### config.mk
export PLATFORM = sky130hd
export DESIGN_NAME = comparer_serial
export DESIGN_NICKNAME = d
export VERILOG_FILES = /design/src/rtl/comparer_pkg.sv /design/src/rtl/comparer_chunk.sv /design/src/rtl/comparer_serial.sv
export SDC_FILE = /design/constraint.sdc
export NUM_CORES = 1
export LEC_CHECK = 0
export CORE_MARGIN = 4
export CORE_UTILIZATION = 40
export DETAILED_ROUTE_END_ITERATION = 6
export PLACE_DENSITY = 0.78
export SLEW_MARGIN = 30
export SYNTH_ARGS = -nofsm -noshare
export SYNTH_HDL_FRONTEND = slang
export SYNTH_SLANG_ARGS = --single-unit
### constraint.sdc
create_clock -name clk -period 2.2 [get_ports clk]
set_clock_uncertainty 0.05 [all_clocks]
set_input_delay 0.33 -clock clk [delete_from_list [all_inputs] [get_ports clk]]
set_output_delay 0.33 -clock clk [all_outputs]
set_load 0.1 [all_outputs]
### src/rtl/comparer_pkg.sv
// Shared types for the serial magnitude comparator: FSM states and one-hot result codes.
// Result bit order matches the LED order {led3, led2, led1} = {gt, eq, lt}.
package comparer_pkg;

  typedef enum logic [1:0] {
    IDLE    = 2'd0,
    COMPARE = 2'd1,
    DONE    = 2'd2
  } state_e;

  localparam logic [2:0] RES_LT = 3'b001;
  localparam logic [2:0] RES_EQ = 3'b010;
  localparam logic [2:0] RES_GT = 3'b100;

endpackage

### src/rtl/comparer_chunk.sv
// Combinational CHUNK-bit unsigned magnitude compare; the N-bit form of the 1-bit a/b comparator.
module comparer_chunk #(
  parameter int CHUNK = 4
) (
  input  logic [CHUNK-1:0] i_a,
  input  logic [CHUNK-1:0] i_b,
  output logic             o_lt,
  output logic             o_eq,
  output logic             o_gt
);

  assign o_lt = (i_a <  i_b);
  assign o_eq = (i_a == i_b);
  assign o_gt = (i_a >  i_b);

endmodule

### src/rtl/comparer_serial.sv
// Serial magnitude comparator: walks two WIDTH-bit operands MSB slice first, CHUNK bits per
// clock, stopping at the first differing slice; the lt/eq/gt result is held on the LEDs.
module comparer_serial
  import comparer_pkg::*;
#(
  parameter int WIDTH     = 16,
  parameter int CHUNK     = 4,
  parameter bit SIGNED_EN = 1'b1
) (
  input  logic                               clk,
  input  logic                               rst,
  input  logic                               in_valid,
  output logic                               in_ready,
  input  logic [WIDTH-1:0]                   a,
  input  logic [WIDTH-1:0]                   b,
  input  logic                               signed_mode,
  output logic                               out_valid,
  output logic                               led1,
  output logic                               led2,
  output logic                               led3,
  output logic                               busy,
  output logic [$clog2(WIDTH/CHUNK+1)-1:0]   cycles
);

  localparam int NSLICE = WIDTH / CHUNK;
  localparam int CW     = $clog2(NSLICE + 1);
  localparam logic [CW-1:0] LAST_IDX = CW'(NSLICE - 1);

  if (WIDTH < 1 || WIDTH % CHUNK != 0) begin : g_bad_params
    $error("comparer_serial: WIDTH must be >= 1 and a multiple of CHUNK");
  end

  state_e            r_state;
  state_e            w_state_next;
  logic [WIDTH-1:0]  r_a;
  logic [WIDTH-1:0]  r_b;
  logic [CW-1:0]     r_idx;
  logic [2:0]        r_leds;
  logic [CW-1:0]     r_cycles;

  logic              w_accept;
  logic              w_eff_signed;
  logic [WIDTH-1:0]  w_sign_mask;
  logic              w_lt;
  logic              w_eq;
  logic              w_gt;
  logic              w_last;
  logic              w_finish;

  assign w_accept     = (r_state == IDLE) && in_valid;
  assign w_eff_signed = signed_mode && SIGNED_EN;
  // Flipping both sign bits maps two's complement onto offset binary, so every slice compares unsigned.
  assign w_sign_mask  = WIDTH'(w_eff_signed) << (WIDTH - 1);
  assign w_last       = (r_idx == LAST_IDX);
  assign w_finish     = (r_state == COMPARE) && (!w_eq || w_last);

  comparer_chunk #(.CHUNK(CHUNK)) u_chunk (
    .i_a  (r_a[WIDTH-1 -: CHUNK]),
    .i_b  (r_b[WIDTH-1 -: CHUNK]),
    .o_lt (w_lt),
    .o_eq (w_eq),
    .o_gt (w_gt)
  );

  // NOTE: every variable gets a default before the case so no path leaves it unassigned (no latch).
  always_comb begin
    w_state_next = r_state;
    case (r_state)
      IDLE:    if (in_valid) w_state_next = COMPARE;
      COMPARE: if (!w_eq || w_last) w_state_next = DONE;
      DONE:    w_state_next = IDLE;
      default: w_state_next = IDLE;
    endcase
  end

  // NOTE: sequential state uses non-blocking assignments so all registers update from pre-edge values.
  always_ff @(posedge clk) begin
    if (rst) begin
      r_state  <= IDLE;
      r_leds   <= 3'b000;
      r_cycles <= '0;
    end else begin
      r_state <= w_state_next;
      if (w_finish) begin
        r_leds   <= w_lt ? RES_LT : (w_gt ? RES_GT : RES_EQ);
        r_cycles <= r_idx + CW'(1);
      end
    end
  end

  // NOTE: the operand shifters and slice index are always loaded on acceptance before use, so they carry no reset.
  always_ff @(posedge clk) begin
    if (w_accept) begin
      r_a   <= a ^ w_sign_mask;
      r_b   <= b ^ w_sign_mask;
      r_idx <= '0;
    end else if (r_state == COMPARE && !w_finish) begin
      r_a   <= r_a << CHUNK;
      r_b   <= r_b << CHUNK;
      r_idx <= r_idx + CW'(1);
    end
  end

  assign in_ready  = (r_state == IDLE);
  assign busy      = (r_state == COMPARE);
  assign out_valid = (r_state == DONE);
  assign led1      = r_leds[0];
  assign led2      = r_leds[1];
  assign led3      = r_leds[2];
  assign cycles    = r_cycles;

endmodule

==> impl_metrics.py <==
metrics = {
    "timing": {
        "finalSetupViolCount": 0,
        "worstMarginPinSlew_ns": 0.479,
        "relSlewSlack_pct": 67.9,
        "hold_viol_final": 0,
        "rsz0062_at_grt": "false",
        "fmax_ghz": 0.527,
        "slew_viol_final": 0,
        "setup_tns_ns": 0,
        "fin_crit_ns": 1.90,
        "fin_crit_sh_pct": 86.2,
        "setup_ws_ns": 0.304,
    },
    "cts": {
        "clk_pin_slew_ns": 0.08,
        "hold_buffers": 0,
        "cts_tree": "done",
        "cts_sinks": 43,
        "clockBufferDepth": 2,
        "cts_buffers": 5,
        "htreeDepth": 2,
        "clk_latency_ns": 0.29,
        "post_cts_buffers": 0,
        "cts_repair_resize_count": 0,
        "clk_root_buffer_cell": "clkbuf_8",
    },
    "setup_path": {
        "critPathLaunchType": "flip-flop",
        "cp-startpoint": "r_a[13]",
        "arrival_ns": 1.84,
        "crit_path_max_fanout": 32,
        "cp_slowest_cell": "edfxtp_1",
        "reg2reg_slack_ns": 0.30,
        "worstSetupPathType": "reg -> reg",
        "cp_num_buf_inv": 1,
        "cp-endpoint": "r_b[6]",
        "path_delay_family": "simple AND/OR/NAND/NOR gates",
        "reg2reg_to": "r_b[6]",
        "end_kind": "flip-flop",
        "worstRegToRegCells": 5,
        "reg2reg_from": "r_a[13]",
        "critPathRequiredTime_ns": 2.14,
        "cp.depth": 5,
        "path_cells": "ha_1, nand4_2, or3_1, nand2_2, buf_12",
        "cp_slowest_stage_delay_ns": 0.38,
    },
    "yosys": {
        "yosysMostFrequentCell": "nand2_1",
        "synth_seq_cells": 43,
        "synth_cells": 183,
        "syn-num-nets": 225,
        "synth.distinct_cells": 27,
        "syn_area_per_cell_um2": 10.3,
        "yosys.area.top_type": "edfxtp_1",
        "synthArstFlopShare_pct": 0,
        "ys_seq_area_share_pct": 62.8,
        "synth_top_area_share_pct": 51.1,
        "syn-cell-area_um2": 1880,
        "ys.flop_type": "edfxtp_1",
        "synth.cells.most_frequent": "nand2_1, edfxtp_1, dfxtp_1",
        "synthTopCellsByArea": "edfxtp_1, nand2_1, dfxtp_1, ha_1, and3_1",
        "synth_warnings": 0,
        "synth_edf_count": 32,
    },
    "drt": {
        "postRouteAntennaNets": 0,
        "wire_per_inst_um": 12.1,
        "drt_wl_total_um": 3440,
        "dr.pass1.iters": 4,
        "drt_iter0_markers": 66,
        "drc_errors": 0,
        "viasPerCell": 4.83,
        "vias": 1376,
    },
    "floorplan": {
        "initial_core_util_pct": 42.3,
        "ioPinCount": 45,
        "num_rows": 24,
        "die_width_um": 76.6,
        "die_area_um2": 5870,
        "die-height_um": 76.6,
        "coreArea_um2": 4440,
    },
    "placed_design": {
        "port_buffers": 44,
        "gp_congestion": 0.744,
        "dp_cells": 277,
        "hpwl_um": 2540,
        "place_ws_ns": 0.315,
    },
    "grt": {
        "antenna_found_initial": 0,
        "grt_max_degree": 33,
        "grt_pass1_vias": 1341,
        "grt_pass1_wl_um": 5680,
        "grt_use_total_pct": 12.2,
        "grt_overflow": 0,
    },
    "power_and_ir_drop": {
        "leakagePower_nw": 1.06,
        "ir_drop_mv": 0.418,
        "cellPowerDensity_nw_per_um2": 746,
        "power_w": 0.00186,
    },
    "finish": {
        "fin_nets": 274,
        "nFillCells": 383,
        "antenna_cells": 0,
        "drive_above_1_share_pct": 11.6,
        "area_growth_pct": 32.5,
        "fin_cells": 285,
        "fin_util_pct": 56.1,
    },
    "outcome": {
        "outcome": "finished clean",
    },
    "run": {
        "cap_violations": 0,
    },
    "min_path": {
        "hp-class": "reg -> reg",
    },
}
## logic make-up after synthesis
| family | count (synthesis) | share of synthesized area (%) |
|---|---|---|
| xor gates and xnor gates | 2 | 0.931 |
| AOI/OAI and AO/OA | 18 | 5.72 |
| and+or+nand+nor | 99 | 23.0 |
| buffers and inverters | 15 | 3.59 |
| adders and majority gates | 6 | 3.99 |
| DFF | 43 | 62.8 |
## layer usage
metal | vias up | part of all wire, % | track usage, %
met4 | 0 | 1.0 | 4.71
met1 | 607 | 41 | 13.2
met2 | 50 | 49 | 21.2
met3 | 5 | 8.1 | 5.20
li1 | 714 | - | -
met5 | - | 0 | 0
## worst min-delay path by stage
stage | slack, ns | depth (start not counted) | startpoint | end
after detailed placement | 0.40 | 2 | r_leds[1] | r_leds[1]
after CTS | 0.41 | 2 | r_leds[1] | r_leds[1]
after global routing | 0.42 | 2 | cycles[1] | cycles[1]
after floorplan | 0.39 | 2 | r_idx[2] | r_idx[2]
final | 0.40 | 2 | r_leds[1] | r_leds[1]
after global placement | 0.39 | 2 | r_leds[1] | r_leds[1]
## metrics by stage
| stage | instance area, µm² | hold WS (ns) |
|---|---|---|
| floorplan | 1880 | 0.391 |
| global placement | 2410 | 0.391 |
| detailed placement | 2410 | 0.398 |
| CTS | 2490 | 0.408 |
| global route | 2490 | 0.422 |
| finish | 2490 | 0.404 |
## registers in the layout, indices dropped and copies added (netlist names)
name / flops
cycles: 3
r_a: 16
r_b: 16
r_idx: 3
r_leds: 3
r_state: 2
## layout by cell type, fill, tap and decap left out, types with 6 or more instances in the layout
| cell type | count |
|---|---|
| and3_1 | 8 |
| buf_4 | 12 |
| clkdlybuf4s50_1 | 35 |
| dfxtp_1 | 11 |
| edfxtp_1 | 32 |
| ha_1 | 6 |
| inv_1 | 7 |
| nand2_1 | 74 |
## layout make-up
cell class	count	area, µm²	area share, %
clock inverters	2	12.5	0.502
inverters	7	26.3	1.05
multi-input cells	125	636	25.5
well taps	52	65.1	2.61
flip-flops and latches	43	1180	47.4
clock buffers	6	72.6	2.91
repair buffers	50	500	20.1
## worst register-to-register path: cells and delay by family (launching register included)
family | cells | cell delay (ns)
simple gates | 3 | 0.64
fa+ha+maj | 1 | 0.32
buf+inv | 1 | 0.20
flops | 1 | 0.38
## power breakdown
part | switching, W | internal (W)
registers | 0.0000222 | 0.000968
clock network | 0.000256 | 0.000222
logic | 0.000233 | 0.000158
(Power assumes the default switching activity.)
